<file path="config.mk">
export PLATFORM = sky130hd
export DESIGN_NAME = lc3b_mem_arbiter
export DESIGN_NICKNAME = d
export VERILOG_FILES = /design/src/rtl/lc3b_mem_arbiter_pkg.sv /design/src/rtl/lc3b_mem_arbiter_wait_counter.sv /design/src/rtl/lc3b_mem_arbiter.sv
export SDC_FILE = /design/constraint.sdc
export NUM_CORES = 1
export LEC_CHECK = 0
export CORE_UTILIZATION = 38
export DETAILED_ROUTE_END_ITERATION = 7
export PLACE_DENSITY = 0.81
export SETUP_SLACK_MARGIN = 0.1
export SLEW_MARGIN = 40
export SYNTH_ARGS = -nofsm -noshare
export SYNTH_HDL_FRONTEND = slang
export SYNTH_SLANG_ARGS = --single-unit
export TNS_END_PERCENT = 50
</file>
<file path="constraint.sdc">
create_clock -name clk -period 1.8 [get_ports clk]
set_clock_uncertainty 0.15 [all_clocks]
set_input_delay 0.18 -clock clk [delete_from_list [all_inputs] [get_ports clk]]
set_output_delay 0.18 -clock clk [all_outputs]
set_load 0.05 [all_outputs]
</file>
<file path="src/rtl/lc3b_mem_arbiter_pkg.sv">
// Shared constants for the LC-3b memory arbiter: widths, FSM encoding and grant ids.
package lc3b_pkg;

  localparam int LC3B_ADDR_W = 16;
  localparam int LC3B_DATA_W = 16;
  localparam int WAIT_W      = 4;

  typedef enum logic [1:0] {
    ST_IDLE   = 2'd0,
    ST_ACCESS = 2'd1,
    ST_DONE   = 2'd2
  } state_t;

  localparam logic GNT_IF = 1'b0;
  localparam logic GNT_D  = 1'b1;

endpackage

</file>
<file path="src/rtl/lc3b_mem_arbiter_wait_counter.sv">
// Down-counter that times a fixed-latency memory access; zero marks the last access cycle.
module lc3b_wait_counter #(
  parameter int W = 4
) (
  input  logic         clk,
  input  logic         rst,
  input  logic         load,
  input  logic [W-1:0] load_val,
  input  logic         dec,
  output logic         zero
);

  logic [W-1:0] count;

  always_ff @(posedge clk) begin
    if (rst) begin
      count <= '0;
    end else if (load) begin
      count <= load_val;
    end else if (dec && (count != '0)) begin
      count <= count - 1'b1;
    end
  end

  assign zero = (count == '0);

endmodule

</file>
<file path="src/rtl/lc3b_mem_arbiter.sv">
// Arbitrates the single-port LC-3b memory between instruction fetch and load/store,
// data first, with a starvation guard that forces a fetch after STARVE_LIM data wins.
module lc3b_mem_arbiter
  import lc3b_pkg::*;
#(
  parameter int ADDR_W     = LC3B_ADDR_W,
  parameter int DATA_W     = LC3B_DATA_W,
  parameter int MEM_LAT    = 2,
  parameter int STARVE_LIM = 3
) (
  input  logic              clk,
  input  logic              rst,
  input  logic              if_req,
  input  logic [ADDR_W-1:0] if_addr,
  output logic [DATA_W-1:0] if_rdata,
  output logic              if_ack,
  input  logic              d_req,
  input  logic              d_we,
  input  logic [ADDR_W-1:0] d_addr,
  input  logic [DATA_W-1:0] d_wdata,
  output logic [DATA_W-1:0] d_rdata,
  output logic              d_ack,
  output logic              mem_en,
  output logic              mem_we,
  output logic [ADDR_W-1:0] mem_addr,
  output logic [DATA_W-1:0] mem_wdata,
  input  logic [DATA_W-1:0] mem_rdata,
  output logic              busy,
  output logic [1:0]        state
);

  localparam int SW = (STARVE_LIM < 1) ? 1 : $clog2(STARVE_LIM + 1);
  localparam logic [SW-1:0]     STARVE_MAX = SW'(STARVE_LIM);
  localparam logic [WAIT_W-1:0] WAIT_LOAD  = WAIT_W'(MEM_LAT - 1);

  state_t        state_q;
  logic          gnt;
  logic [SW-1:0] starve_cnt;
  logic          any_req;
  logic          pick_d;
  logic          wc_load;
  logic          wc_dec;
  logic          wc_zero;

  // D wins by default; a fetch that has watched STARVE_LIM data grants goes first.
  assign any_req = if_req | d_req;
  assign pick_d  = d_req & ~(if_req & (starve_cnt == STARVE_MAX));

  assign wc_load = (state_q == ST_IDLE) & any_req;
  assign wc_dec  = (state_q == ST_ACCESS) & ~wc_zero;

  lc3b_wait_counter #(
    .W (WAIT_W)
  ) u_wait (
    .clk      (clk),
    .rst      (rst),
    .load     (wc_load),
    .load_val (WAIT_LOAD),
    .dec      (wc_dec),
    .zero     (wc_zero)
  );

  always_ff @(posedge clk) begin
    if (rst) begin
      state_q    <= ST_IDLE;
      gnt        <= GNT_IF;
      starve_cnt <= '0;
      mem_en     <= 1'b0;
      mem_we     <= 1'b0;
      mem_addr   <= '0;
      mem_wdata  <= '0;
      if_rdata   <= '0;
      d_rdata    <= '0;
      if_ack     <= 1'b0;
      d_ack      <= 1'b0;
    end else begin
      if_ack <= 1'b0;
      d_ack  <= 1'b0;
      case (state_q)
        ST_IDLE: begin
          if (any_req) begin
            state_q <= ST_ACCESS;
            mem_en  <= 1'b1;
            if (pick_d) begin
              gnt       <= GNT_D;
              mem_we    <= d_we;
              mem_addr  <= d_addr;
              mem_wdata <= d_wdata;
              if (!if_req) begin
                starve_cnt <= '0;
              end else if (starve_cnt != STARVE_MAX) begin
                starve_cnt <= starve_cnt + 1'b1;
              end
            end else begin
              gnt        <= GNT_IF;
              mem_we     <= 1'b0;
              mem_addr   <= if_addr;
              starve_cnt <= '0;
            end
          end
        end
        ST_ACCESS: begin
          // Memory read data is only guaranteed in the last access cycle.
          if (wc_zero) begin
            state_q <= ST_DONE;
            mem_en  <= 1'b0;
            mem_we  <= 1'b0;
            if (gnt == GNT_IF) begin
              if_ack   <= 1'b1;
              if_rdata <= mem_rdata;
            end else begin
              d_ack <= 1'b1;
              if (!mem_we) begin
                d_rdata <= mem_rdata;
              end
            end
          end
        end
        ST_DONE: begin
          state_q <= ST_IDLE;
        end
        default: begin
          state_q <= ST_IDLE;
        end
      endcase
    end
  end

  assign busy  = (state_q == ST_ACCESS) | (state_q == ST_DONE);
  assign state = state_q;

endmodule

</file>
Yosys cells after proc, flatten, opt, wreduce, memory -nomap -nowiden
Index checks and enable logic that the tools add are counted.
Operators by class
  muxes and demuxes: 18
  shift-type cells: 0
  divide/modulo/power cells: 0
  $lt $le $gt $ge: 0
  reductions and logical operators: 15
  equality and inequality tests: 7
  multiply operators: 0
  bitwise operators: 11
  add/subtract/negate cells: 2
Operator list (number)
  16-bit 2-to-1 mux: 1
  3-bit AND reduction: 4
  2-bit 2-to-1 mux: 5
  1-bit 2-to-1 mux: 9
  2-bit inequality test, second input constant: 3
  1-bit NOT: 5
  1-bit AND: 4
  2-bit equality test, second input constant: 2
  4-bit logical NOT: 1
  1-bit one-hot mux with 2 select lines: 2
  2-bit one-hot mux with 2 select lines: 1
  2-bit AND reduction: 2
  4-bit AND reduction: 1
  2-bit nonzero test: 2
  4-bit nonzero test: 1
  4-bit by 1-bit subtractor with 4-bit output, second input constant: 1
  3-bit by 2-bit inequality test with 1-bit output, second input constant: 1
  3-bit OR reduction: 1
  2-bit by 1-bit adder with 2-bit output, second input constant: 1
  2-bit by 1-bit equality test with 1-bit output, second input constant: 1
  2-bit logical NOT: 1
  1-bit bitwise OR: 2
  2-bit OR reduction: 1
  1-bit logical AND: 1
Word-level totals
  logic and storage cells: 66
  bits in latches: 0
  flip-flop bits (word level): 77
  memory bits (read-only): 0
  output and inout bits: 71
  memories: 0
  bits in writable memories: 0

Depth between registers and ports, before layout
Gate-level depths: netlist of the first run.
  depth in word-level cells: 7
  depth in mapped cells: 7

Modules after synthesis
A second synthesis of the first run with hierarchy kept.
Unflattened totals
  cell total of the unflattened synthesis: 381
  area total of the unflattened synthesis: 3120.5 µm²
Modules (own cells, without submodules)
  lc3b_mem_arbiter: sequential area each 1461.4 µm², times used 1, area each 2857.7 µm², cells each 352
  lc3b_wait_counter: sequential area each 80.1 µm², times used 1, area each 262.8 µm², cells each 29

Worst setup path before layout of the first run
No wires, ideal clock.
  path kind: register to register
  from: register state_q[0] (netlist: state[0])
  to: register mem_addr[10]
  cell stages (with the launch flop): 8
  data arrival time: 1.765 ns
  period minus slack after synthesis: 2.034 ns
  library setup time: 0.119 ns
  buffers on the path: 2
  path slack: -0.234 ns
  cell sequence: dfxtp_1 inv_1 ha_1 o21ai_0 or2_2 clkbuf_1 buf_2 o2bb2ai_1
Between the ends
  longest elaborated chain between the ends: 2
RTL lines
  start, declared: line lc3b_mem_arbiter.sv:36  | state_t state_q;
  start signal, assigned: line lc3b_mem_arbiter.sv:65  | state_q <= ST_IDLE;
  start signal, assigned: line lc3b_mem_arbiter.sv:82  | state_q <= ST_ACCESS;
  start signal, assigned: line lc3b_mem_arbiter.sv:105  | state_q <= ST_DONE;
  2-bit logical NOT: line lc3b_mem_arbiter.sv:79  | case (state_q)
  2-bit AND reduction (no line)
  end signal, assigned: line lc3b_mem_arbiter.sv:87  | mem_addr <= d_addr;
  end signal, assigned: line lc3b_mem_arbiter.sv:97  | mem_addr <= if_addr;
  end, declared: line lc3b_mem_arbiter.sv:25  | output logic [ADDR_W-1:0] mem_addr,
Every way passes these cells.
A chain may end at the register's enable or synchronous reset.

Final worst setup path of the first run
  from: register u_wait.count[0]
  to: register d_rdata[15]
Between the ends
  longest elaborated chain between the ends: 2
RTL lines
  start, declared: line lc3b_mem_arbiter_wait_counter.sv:13  | logic [W-1:0] count;
  start signal, assigned: line lc3b_mem_arbiter_wait_counter.sv:19  | count <= load_val;
  start signal, assigned: line lc3b_mem_arbiter_wait_counter.sv:21  | count <= count - 1'b1;
  4-bit logical NOT: line lc3b_mem_arbiter_wait_counter.sv:25  | assign zero = (count == '0);
  4-bit AND reduction (no line)
  end signal, assigned: line lc3b_mem_arbiter.sv:114  | d_rdata <= mem_rdata;
  end, declared: line lc3b_mem_arbiter.sv:21  | output logic [DATA_W-1:0] d_rdata,
Every way passes these cells.

==> results of run 1 <==
area by class of cell:
cell class | count | area share (%)
clock inverter | 6 | 1.423
timing repair buffer | 161 | 29.43
tap | 105 | 2.621
sequential | 77 | 30.93
inverter | 6 | 0.4493
clock buffer | 10 | 2.746
multi-input combinational | 214 | 32.40
worst paths after layout:
check                           cells past startpoint                         to                         start
worst max register to register                      6   d_rdata[15]$_SDFFE_PP0P_  u_wait.count[0]$_SDFFE_PP0P_
worst min-delay path                                2        mem_en$_SDFFE_PP0P_                           rst
worst min register to register                      1  mem_addr[15]$_SDFFE_PP0P_     mem_addr[15]$_SDFFE_PP0P_
worst max-delay path                                6   d_rdata[15]$_SDFFE_PP0P_  u_wait.count[0]$_SDFFE_PP0P_
power by group:
part           total (uW)  leakage [uW]  internal [uW]  switching [uW]
combinational        1840       0.00144            723            1120
clock                1350     0.0000991            687             663
sequential           1990      0.000630           1880             106
total                5190       0.00217           3300            1890
layout by cell type, fill, tap and decap left out, types with 2 or more instances in the layout:
master,synthesis,final
nor3_1,3,2
dfxtp_1,77,74
nand2b_1,52,52
buf_12,0,4
nor3_4,1,2
o21ai_0,20,19
clkinvlp_4,0,2
or3_1,3,2
dlygate4sd2_1,0,20
a21oi_1,20,18
buf_4,0,62
inv_2,0,2
clkdlybuf4s50_1,0,67
inv_1,6,4
dfxtp_4,0,2
buf_6,2,7
mux2i_1,50,50
a211oi_2,0,2
nand3_1,17,17
clkbuf_8,0,10
ha_1,5,3
a21oi_2,0,2
clkinv_4,0,2
nor2_1,4,4
nand2_1,2,2
o2bb2ai_1,17,17
metal layers:
metal	GRT usage (%)	vias to the layer above
met5	0	-
met4	8.081	0
li1	-	1431
met3	4.187	12
met2	32.25	91
met1	22.46	1354
cells by family after synthesis:
group,Yosys count,synth area share (%)
AND/OR/NAND/NOR,90,16.78
flip-flops,77,47.42
AO/OA/AOI/OAI,68,13.70
multiplexers,50,15.40
buffers and inverters,32,4.503
adder cells (fa/ha/maj),5,1.925
XOR/XNOR,1,0.2695
registers in the layout, summed over array words and instances, names as in the netlist:
register / count
d_rdata: 16
if_rdata: 16
mem_addr: 16
mem_wdata: 16
u_wait.count: 4
starve_cnt: 2
state: 2
d_ack: 1
gnt: 1
if_ack: 1
mem_en: 1
mem_we: 1
metrics by stage:
| stage | setup slack, ns | hold slack (ns) | util, % | std cells | power, uW |
|---|---|---|---|---|---|
| 4_1_cts | -0.03880 | 0.07849 | 60.50 | 579 | 5225 |
| 5_1_grt | -0.1028 | 0.1115 | 60.70 | 579 | 5450 |
| 3_3_place_gp | 0.005997 | 0.2974 | 57.42 | 562 | 3802 |
| 3_5_place_dp | -0.08170 | 0.3007 | 57.42 | 562 | 3835 |
| 6_report | -0.06414 | 0.09769 | 60.70 | 579 | 5186 |
| 2_1_floorplan | 0.06228 | 0.1838 | - | 323 | 3173 |
timing repair:
action                                  in CTS  in global routing
buffers inserted                             0                  0
gates resized for setup                     38                  5
pin swaps                                    1                  1
gates cloned                                 1                  0
endpoints found under the setup margin      74                 59
==> reports/metrics.csv, run 1 <==
metric,value,unit
finalCriticalPeriod,1.864,ns
cp_num_buf_inv,2,
rows,33,
timing.final.ws_setup,-0.06414,ns
r2r_slack,-0.06,ns
ys.flop_type,dfxtp_1,
slowest_stage,or3b_4,
finalHoldViolations,0,
critPathCaptureType,register,
max_slew_margin,66.79,%
timing.setup.tns,-0.5266,ns
seq_area_frac_synth,47.42,%
antennaDiodeCount,0,
dr_wl_met3,500,um
tritoncts,yes,
path_max_fanout,6,
dr_total_vias,2888,
max_cap_violations,0,
p_leak,0.002170,uW
gp_congestion,0.8514,
multiInputGateArea,1624,um^2
postSynthAreaPerCell,10.06,um^2
placed_area,4742,um^2
layout-drive-gt1-share,23.42,%
drv_slew,0,
yosys.area.top_type,dfxtp_1,
vdd_drop_max,442.3,uV
die-area,8928,um^2
grt_start_max_net_pins,41,
setup_viol,18,
synth_commonest_cells,"77 x dfxtp_1, 52 x nand2b_1, 50 x mux2i_1",
insertion_delay,0.35,ns
met2_length,4.094,mm
yosysWarnings,0,
drt_wl_total,8.378,mm
port_buffers,139,
run_status,finished with violations,
wl_per_cell,14.47,um
synth_top_cell_area_share,47.42,%
synth-seq-cells,77,
drc,0,
failed_checks,negative setup slack,
netlist_top_cells_area,"dfxtp_1 47%, mux2i_1 15%, nand2b_1 10%, o2bb2ai_1 4.6%, a21oi_1 3.1%",
fmax,536.4,MHz
fill_cells,722,
cp-start-kind,register,
cts_buffers,9,
syn-cell-area,3251,um^2
yosysMostFrequentCell,dfxtp_1,
initial_core_util,39.36,%
firstDrtPassIters,4,
synthArstFlopShare,0,%
synth_edf_count,0,
synth_cells,323,
worst_slew_pin_slew,0.5002,ns
cts.sinks,77,
antenna_found_initial,0,
area_delta_synth_final,54.20,%
coreArea,8258,um^2
track_usage,18.78,%
slowest_delay,0.40,ns
min_period_over_period,103.6,%
p_per_area,1035,nW/um^2
synth_cell_type_count,36,
ant_nets,0,
die_width,94.49,um
cts_buffer_depth,2,
die_h,94.49,um
htreeDepth,3,
finish.instance_area,5012,um^2
final-seq-area,1550,um^2
dp_hpwl,6.027,mm
grt-ovfl-total,0,
worstPathArrival,1.95,ns
crit_family,simple AND/OR/NAND/NOR gates,
path_clk_slew,0.08,ns
nNetsFinal,543,
worstPathCellList,inv_2 -> ha_4 -> or3b_4 -> or3_4 -> buf_6 -> mux2i_1,
wl_met1,3.619,mm
drt_iter0_drc,69,
crit_type,reg -> reg,
cts_root_buffer,clkbuf_8,
grt_pass1_wl,13.18,mm
routed.top_layer,met4,
boundaryPins,140,
grt_setup_unrepaired,yes,
required,1.89,ns
grt_pass1_vias,2797,
vias_per_cell,4.988,
hp-class,in -> reg,
syn_nets,397,
holdBufCountCts,0,
Note: power is estimated with default switching activity, not from simulation.
==> run 2: changes to the inputs <==
--- a/config.mk
+++ b/config.mk
@@ -5,7 +5,7 @@
 export SDC_FILE = /design/constraint.sdc
 export NUM_CORES = 1
 export LEC_CHECK = 0
-export CORE_UTILIZATION = 38
+export CORE_UTILIZATION = 40
 export DETAILED_ROUTE_END_ITERATION = 7
 export PLACE_DENSITY = 0.81
 export SETUP_SLACK_MARGIN = 0.1
@@ -13,4 +13,4 @@
 export SYNTH_ARGS = -nofsm -noshare
 export SYNTH_HDL_FRONTEND = slang
 export SYNTH_SLANG_ARGS = --single-unit
-export TNS_END_PERCENT = 50
+export TNS_END_PERCENT = 5
==> constraint.sdc (replaced) <==
create_clock -name clk -period 2.2 [get_ports clk]
set_clock_uncertainty 0.15 [all_clocks]
set_input_delay 0.22 -clock clk [delete_from_list [all_inputs] [get_ports clk]]
set_output_delay 0.22 -clock clk [all_outputs]
set_load 0.05 [all_outputs]
==> run 2 against run 1 <==
Against the previous run:
- the run now ends clean
- worst hold slack gained 0.0083 ns
- utilization grew 3.4 points
- global-route usage grew 0.11 points
- register-to-register slack gained 0.29 ns
- first-iteration DRC count grew 7.2%
- setup slack gained 0.27 ns
- sequential share of layout area shrank 0.11 points
- power shrank 16%
- critical path type is now reg -> out
- largest cell class unchanged
==> reports/metrics.csv, run 2 (synthesis gave the netlist of run 1 again) <==
metric,value,unit
dr_total_vias,2798,
slowest_delay,0.87,ns
drt_iter0_drc,74,
max_cap_violations,0,
hp-class,in -> reg,
setup_viol,0,
run_status,"finished, final reports clean",
slowest_stage,clkdlybuf4s50_1,
min_period_over_period,90.48,%
total_power,4333,uW
drv_slew,0,
fin_cells,562,
grt_setup_unrepaired,no,
vdd_drop_max,385.2,uV
path_clk_slew,0.07,ns
die_h,92.15,um
fmax,502.4,MHz
critPathCaptureType,output pin,
grt_pass1_vias,2753,
coreArea,7807,um^2
worstPathCellList,clkdlybuf4s50_1,
ant_nets,0,
p_leak,0.001932,uW
drt_wl_total,8.163,mm
mostFrequentLayoutCells,"137 x clkdlybuf4s50_1, 77 x dfxtp_1, 52 x nand2b_1",
grt-ovfl-total,0,
dp.cells,548,
antenna_found_initial,0,
timing.setup.tns,0,ns
cp_num_buf_inv,1,
grt_pass1_wl,12.90,mm
vias_per_cell,4.979,
port_buffers,139,
layout-drive-gt1-share,7.391,%
fill_cells,654,
p_per_area,866.5,nW/um^2
finalHoldViolations,0,
antennaDiodeCount,0,
rows,32,
initial_core_util,41.63,%
cts_buffers,9,
cts_root_buffer,clkbuf_8,
timing.final.ws_setup,0.2094,ns
die-area,8491,um^2
final-seq-area,1541,um^2
drc,0,
final_common_cell,clkdlybuf4s50_1,
boundaryPins,140,
required,1.83,ns
die_width,92.15,um
place_ws,0.05275,ns
nNetsFinal,531,
dp_hpwl,5.965,mm
crit_type,reg -> out,
cp.depth,1,
worst_slew_pin_slew,0.5308,ns
cts.sinks,77,
r2r_cells,5,
htreeDepth,3,
track_usage,18.89,%
max_slew_margin,64.50,%
finish.instance_area,5001,um^2
crit_family,buffers and inverters,
path_max_fanout,4,
cp-start-kind,register,
multiInputGateArea,1578,um^2
wl_per_cell,14.52,um
worstPathArrival,1.62,ns
area_delta_synth_final,53.85,%
tritoncts,yes,
finalCriticalPeriod,1.991,ns
cts_buffer_depth,2,
grt_start_max_net_pins,66,
firstDrtPassIters,4,
insertion_delay,0.33,ns
placed_area,4756,um^2
hold_depth,2,
gp_congestion,0.7321,
[run 2: layer usage]
layer  vias up  share of wire, %  GRT usage, %
met4         0               1.6         4.948
met3        11               8.4         7.048
met2       104                47         31.97
met1      1286                43         22.43
met5         -                 0             0
li1       1397                 -             -
[run 2: layout make-up]
type / instances / share of cell area, %
clock inverters: 4 / 1.951
multi-input cells: 214 / 31.55
clock buffers: 10 / 2.752
repair buffers: 149 / 29.92
flip-flops and latches: 77 / 30.82
inverters: 6 / 0.4503
well taps: 102 / 2.552
[run 2: what timing repair did]
action | in CTS | in global routing
hold buffers | 0 | 0
buffers inserted | 0 | 0
endpoints found under the setup margin | 10 | 6
gates cloned | 0 | 0
gates resized for setup | 1 | 1
[run 2: worst paths after layout]
| path | startpoint | slack, ns | end |
|---|---|---|---|
| setup reg to reg | u_wait.count[0]$_SDFFE_PP0P_ | 0.23 | d_rdata[15]$_SDFFE_PP0P_ |
| hold / removal | rst | 0.11 | mem_wdata[15]$_SDFFE_PP0P_ |
| hold reg to reg | mem_addr[12]$_SDFFE_PP0P_ | 0.32 | mem_addr[12]$_SDFFE_PP0P_ |
| setup / recovery | mem_we$_SDFFE_PP0P_ | 0.21 | mem_we |
[run 2: stage by stage]
stage	hold WS [ns]	util [%]
2_1_floorplan	0.2238	-
3_3_place_gp	0.2935	60.91
3_5_place_dp	0.2999	60.91
4_1_cts	0.1046	63.99
5_1_grt	0.1092	64.05
6_report	0.1059	64.05
[run 2: power breakdown]
group          switching [uW]  internal (uW)  total [uW]
sequential               84.2           1540        1620
combinational             887            561        1450
clock                     489            773        1260
[run 2: worst reg2reg max path, stage by stage (launching register included)]
cell	delay, ns
dfxtp_1	0.33
inv_1	0.07
ha_1	0.17
or3b_4	0.48
or3_4	0.50
mux2i_1	0.16
==> RTL edit 1 (settings of run 2) <==
`LC3B_ADDR_W`: 16 -> 17.
--- a/src/rtl/lc3b_mem_arbiter_pkg.sv
+++ b/src/rtl/lc3b_mem_arbiter_pkg.sv
@@ -1,7 +1,7 @@
 // Shared constants for the LC-3b memory arbiter: widths, FSM encoding and grant ids.
 package lc3b_pkg;
 
-  localparam int LC3B_ADDR_W = 16;
+  localparam int LC3B_ADDR_W = 17;
   localparam int LC3B_DATA_W = 16;
   localparam int WAIT_W      = 4;
 
Ports: changed (resized d_addr, if_addr and mem_addr); port bits go from 140 to 143. No check against the original RTL was run, so the function may have changed too.
==> RTL edit 1 against run 2 <==
- largest power group unchanged
- sequential cell count grew 1
- setup slack lost 0.0098 ns
- critical path type is now reg2reg
- critical path depth grew 4
- total power shrank 2.8%
- synthesized cell count grew 0.93%
- area after synthesis grew 1.2%
- via count grew 2.5%
- die area grew 1.1%
- wire length grew 2.9%
- final area grew 0.30%
==> RTL edit 1: results (changes against run 2) <==
- First-iteration detailed-routing DRC count: 89 (was 74)
- Clock-pin slew on the worst setup and hold paths: 0.08 ns
- Leakage component of the power: 1.94 nW (was 1.93 nW)
- Highest net fanout along the worst path: 14 (was 4)
- Peak ir drop on the vdd network: 0.397 mV (was 0.385 mV)
- Distinct cells, synth: 37 (was 36)
- CTS Buf Count: 9 (unchanged)
- Number of buffers inserted to repair setup after CTS: 0 (unchanged)
- Net total in the final layout: 540 (was 531)
- Root buffer cell: clkbuf_8 (unchanged)
- Drt total wl: 8400 um (was 8160 um)
- Top register by number of flip-flops: mem_addr
- Number of stages on the worst hold path: 2 (unchanged)
- Antenna violations before repair: 0 (unchanged)
- Synthesis Warnings: 0 (unchanged)
- Most instantiated cells after synthesis: dfxtp_1 (78), nand2b_1 (52), mux2i_1 (51), a21oi_1 (20), o21ai_0 (20) (was dfxtp_1 (77), nand2b_1 (52), mux2i_1 (50), a21oi_1 (20), o21ai_0 (20))
- Count of maximum capacitance violations: 0 (unchanged)
- Detailed-router iteration count before antenna repair: 4 (unchanged)
- Dominant cells by area after synthesis: dfxtp_1 (47%), mux2i_1 (16%), nand2b_1 (9.9%), o2bb2ai_1 (4.8%), a21oi_1 (3.0%) (was dfxtp_1 (47%), mux2i_1 (15%), nand2b_1 (10%), o2bb2ai_1 (4.6%), a21oi_1 (3.1%))
- Ant diodes: 0 (unchanged)
- Overall fraction of global-route tracks in use: 19.5% (was 18.9%)
- Outcome: finished, final reports clean (unchanged)
- Cts repair resizes: 0 (was 1)
- Gpl congestion: 0.752 (was 0.732)
- Worst endpoint data arrival time: 2.11 ns (was 1.62 ns)
- Largest net degree at the start of global routing: 37 (was 66)
- Total nets after synthesis: 402 (was 397)
- IO buf count: 142 (was 139)
- HPWL reported at the end of detailed placement: 6200 um (was 5970 um)
- Clock insertion delay at the later pin of the skew report: between 0.3 and 0.4 ns
- Post-synth ARST share: 0% (unchanged)
- Routed vias: 2868 (was 2798)
- Max reg flops: 17
- Max-Slew Margin vs Limit: 64.2% (was 64.5%)
- Sequential fraction of the synthesis area: 47.5% (was 47.4%)
- H-tree depth reported by CTS: 3 (unchanged)
- Buffer levels on the longest clock path: 2 (unchanged)
- Via count of the first global-routing pass: 2825 (was 2753)
- Kind of path behind the tightest hold check: in2reg (unchanged)
- Net Switching: 1.48 mW (was 1.46 mW)
- Place WS: 0.226 ns (was 0.0527 ns)
- Fraction of layout instances using a drive strength above 1: 7.26% (was 7.39%)
- R2R depth: 5 (unchanged)
- Global-route wire length before repair: 13200 um (was 12900 um)
RTL edit 1: cell count changes in the layout (fill, tap and decap cells not counted), moves of 2 or more:
cell	before	now
buf_4	8	11
buf_12	3	1
clkdlybuf4s50_1	137	140
clkbuf_8	10	12
bufinv_16	3	1
RTL edit 1: metal layers:
layer / vias to the layer above / global-route usage [%] / part of all wire (%)
met5: - / 0 / 0
met4: 0 / 8.85 / 2.1
met3: 15 / 6.16 / 9.7
met2: 118 / 33.1 / 48
met1: 1322 / 22.3 / 41
li1: 1413 / - / -
RTL edit 1: critical path, stage by stage, from the launching register on:
cell	delay [ns]
dfxtp_1	0.32
inv_1	0.08
ha_1	0.17
or3b_4	0.48
or3_4	0.51
mux2i_1	0.21
RTL edit 1: worst paths after layout:
check                           slack, ns            start     endpoint
worst max register to register       0.20  u_wait.count[0]   d_rdata[2]
worst min-delay path                 0.20              rst       if_ack
worst max-delay path                 0.20  u_wait.count[0]   d_rdata[2]
worst min register to register       0.32      mem_addr[1]  mem_addr[1]
RTL edit 1: cells by family after synthesis:
| logic type | Yosys count | share of synthesized area [%] |
|---|---|---|
| flops | 78 | 47.5 |
| buf+inv | 32 | 4.38 |
| simple gates | 90 | 16.7 |
| mux | 51 | 15.5 |
| xor+xnor | 1 | 0.266 |
| compound gates | 69 | 13.7 |
| fa+ha+maj | 5 | 1.90 |
RTL edit 1: through the flow:
step,std cells,cell area [um2]
detailed placement,555,4810
global placement,555,4810
finish,570,5020
CTS,570,5020
floorplan,326,3290
global route,570,5020
RTL edit 1: power by group through the flow:
| stage | Sequential [mW] | Combinational, mW | Clock (mW) |
|---|---|---|---|
| after floorplan | 2.13 | 0.479 | 0 |
| after global placement | 1.67 | 1.44 | 0 |
| after detailed placement | 1.68 | 1.47 | 0 |
| after CTS | 1.65 | 1.47 | 1.14 |
| after global routing | 1.66 | 1.54 | 1.20 |
| final | 1.64 | 1.46 | 1.11 |
RTL edit 1: cell type report:
| cell class | count | area [um2] |
|---|---|---|
| inverter | 6 | 22.5 |
| multi-input combinational | 216 | 1590 |
| timing repair buffer | 153 | 1510 |
| sequential | 78 | 1560 |
| clock inverter | 3 | 42.5 |
| fill | 680 | 2830 |
| tap | 102 | 128 |
| clock buffer | 12 | 165 |
==> RTL edit 2 (flow settings as in run 2) <==
Made on the original files. Make the reset (`rst`) asynchronous in 2 clocked blocks.
--- a/src/rtl/lc3b_mem_arbiter_wait_counter.sv
+++ b/src/rtl/lc3b_mem_arbiter_wait_counter.sv
@@ -12,7 +12,7 @@
 
   logic [W-1:0] count;
 
-  always_ff @(posedge clk) begin
+  always_ff @(posedge clk or posedge rst) begin
     if (rst) begin
       count <= '0;
     end else if (load) begin
--- a/src/rtl/lc3b_mem_arbiter.sv
+++ b/src/rtl/lc3b_mem_arbiter.sv
@@ -60,7 +60,7 @@
     .zero     (wc_zero)
   );
 
-  always_ff @(posedge clk) begin
+  always_ff @(posedge clk or posedge rst) begin
     if (rst) begin
       state_q    <= ST_IDLE;
       gnt        <= GNT_IF;
Function: differs if rst is asserted again (counterexample within 4 cycles, from zero or initial values and one cycle with rst high); with rst held inactive, the same outputs for 10 cycles.
==> RTL edit 2 against run 2 <==
- sequential cell count unchanged
- critical endpoint is now if_rdata[14]
- largest cell class is now registers
- final area grew 1.8%
- area after synthesis is 0.62% lower
- wire length fell by 10%
- setup slack worse by 0.082 ns
- fmax decreased by 4.0%
- cell count is 12% lower
- sequential share of layout area is 7.0 points higher
- core utilization up 1.5 points
Power is not compared: it rests on default switching activity, and its combinational part moved more than twofold at a synthesized area within 25%.
==> RTL edit 2: results (changes against run 2) <==
- Average wire per cell in the routed design: 14.8 um (was 14.5 um)
- Slew of the pin with the lowest slew margin: 0.532 ns (was 0.531 ns)
- Net total in the final layout: 463 (was 531)
- R2r setup slk: 0.13 ns (was 0.23 ns)
- Total nets after synthesis: 315 (was 397)
- Critical R2R Launch: u_wait.count[1] (was u_wait.count[0])
- Global-route wire length before repair: 12000 um (was 12900 um)
- Detailed-router iteration count before antenna repair: 4 (unchanged)
- First-iteration detailed-routing DRC count: 31 (was 74)
- HPWL reported at the end of detailed placement: 5430 um (was 5970 um)
- Largest net degree at the start of global routing: 78 (was 66)
- Antenna violations before repair: 0 (unchanged)
- Peak ir drop on the vdd network: 0.894 mV
- Fraction of layout instances using a drive strength above 1: 21.1% (was 7.39%)
- Worst endpoint data arrival time: 2.13 ns (was 1.62 ns)
- Critical path destination: if_rdata[14] (was mem_we)
- Average vias per placed instance: 4.86 (was 4.98)
- Number of filler instances in the final layout: 597 (was 654)
- Outcome: finished, final reports clean (unchanged)
- Distinct cells, synth: 32 (was 36)
- Clock-pin slew on the worst setup and hold paths: ~0.08 ns
- Root buffer cell: clkbuf_8 (unchanged)
- Buffer levels on the longest clock path: 2 (unchanged)
- Ant diodes: 0 (unchanged)
- Sequential fraction of the synthesis area: 59.6% (was 47.4%)
- Place WS: 0.0745 ns (was 0.0527 ns)
- Highest net fanout along the worst path: 17 (was 4)
- Kind of path behind the tightest hold check: in2async (was in2reg)
- IO buf count: 139 (unchanged)
- Clock insertion delay at the later pin of the skew report: 0.33 ns (about the same)
- Via count of the first global-routing pass: 2600 (was 2753)
- Worst setup path class: reg2reg (was reg2out)
- Final hold violations: 0 (unchanged)
- Period Utilization, post-route: 94.2% (was 90.5%)
- H-tree depth reported by CTS: 3 (unchanged)
- Post-synth ARST share: 100% (was 0%)
- Gpl congestion: 0.833 (was 0.732)
- Dominant cells by area after synthesis: dfrtp_1 (60%), mux2_2 (14%), mux2i_1 (5.0%), mux2_4 (4.2%), o21ai_0 (3.1%) (was dfxtp_1 (47%), mux2i_1 (15%), nand2b_1 (10%), o2bb2ai_1 (4.6%), a21oi_1 (3.1%))
- R2R depth: 6 (was 5)
- Leakage component of the power: between 2 and 2.5 nW
- CTS Buf Count: 9 (unchanged)
- Overall fraction of global-route tracks in use: 18.1% (was 18.9%)
- Most instantiated cells after synthesis: dfrtp_1 (77), mux2_2 (39), nand2_1 (23), o21ai_0 (20), mux2i_1 (16) (was dfxtp_1 (77), nand2b_1 (52), mux2i_1 (50), a21oi_1 (20), o21ai_0 (20))
- Synthesis Warnings: 0 (unchanged)
RTL edit 2: cell count changes in the layout (fill, tap and decap cells not counted), moves of 3 or more:
cell       before  now
mux2i_1        50   16
nand2b_1       52    0
mux2_2          0   39
a21oi_1        20    5
nand3_1        17    1
o2bb2ai_1      17    1
nand2_1         2   23
dfxtp_1        77    0
buf_12          3    6
mux2_4          0    9
dfrtp_1         0   77
RTL edit 2: worst min-delay path by stage:
stage / to / slack, ns / cells past startpoint
2_1_floorplan: if_rdata[0] / 0.22 / 1
5_1_grt: if_rdata[2] / 0.27 / 3
3_3_place_gp: mem_addr[13] / 0.31 / 2
3_5_place_dp: mem_addr[13] / 0.32 / 2
4_1_cts: if_rdata[15] / 0.22 / 3
6_report: if_rdata[2] / 0.20 / 3
RTL edit 2: where the power goes:
group | total [mW] | leakage, nW | switching [mW] | internal [mW]
sequential | 2.49 | 0.939 | 0.384 | 2.10
clock | 1.28 | 0.120 | 0.492 | 0.789
combinational | 5.34 | 1.18 | 3.30 | 2.04
RTL edit 2: stage by stage:
step / instance area, um2 / utilization (%) / std cells / TNS (ns) / hold WS (ns)
final: 5090 / 65.5 / 496 / 0 / 0.201
after global routing: 5090 / 65.5 / 496 / 0 / 0.268
after CTS: 5080 / 65.4 / 495 / 0 / 0.222
after detailed placement: 4820 / 62.0 / 478 / 0 / 0.319
after global placement: 4820 / 62.0 / 478 / 0 / 0.311
after floorplan: 3230 / - / 241 / -0.997 / 0.219
RTL edit 2: logic make-up (layout without fill, tap and decap cells):
group / Yosys count / in the layout / synth area share (%)
AND/OR/NAND/NOR: 36 / 36 / 5.31
AO/OA/AOI/OAI: 36 / 36 / 6.70
flip-flops: 77 / 77 / 59.6
buffers and inverters: 23 / 176 / 3.68
adder cells (fa/ha/maj): 5 / 5 / 1.94
multiplexers: 64 / 64 / 22.7
RTL edit 2: layout make-up:
type / count / area (um2) / share of cell area (%)
sequential: 77 / 1930 / 37.9
inverter: 9 / 37.5 / 0.737
timing repair buffer: 151 / 1550 / 30.5
tap: 102 / 128 / 2.51
clock buffer: 11 / 141 / 2.78
clock inverter: 5 / 106 / 2.09
multi-input combinational: 141 / 1200 / 23.5
RTL edit 2: routing by layer:
metal	up-vias	routed length (um)	global-route usage, %
li1	1137	-	-
met3	10	533	4.98
met2	93	3780	31.7
met5	-	0	0
met4	0	127	8.07
met1	1172	2880	20.5
RTL edit 2: worst max-delay path: stages (launching register included):
cell and delay, ns:
dfrtp_1 0.39, inv_1 0.08, ha_1 0.13, or3b_4 0.38, or3_4 0.35, buf_12 0.17, mux2_4 0.30
RTL edit 2: what timing repair did:
item	CTS	global route
setup buffers	1	1
setup endpoints to repair	11	30
hold buffers	0	0
gates resized for setup	2	0
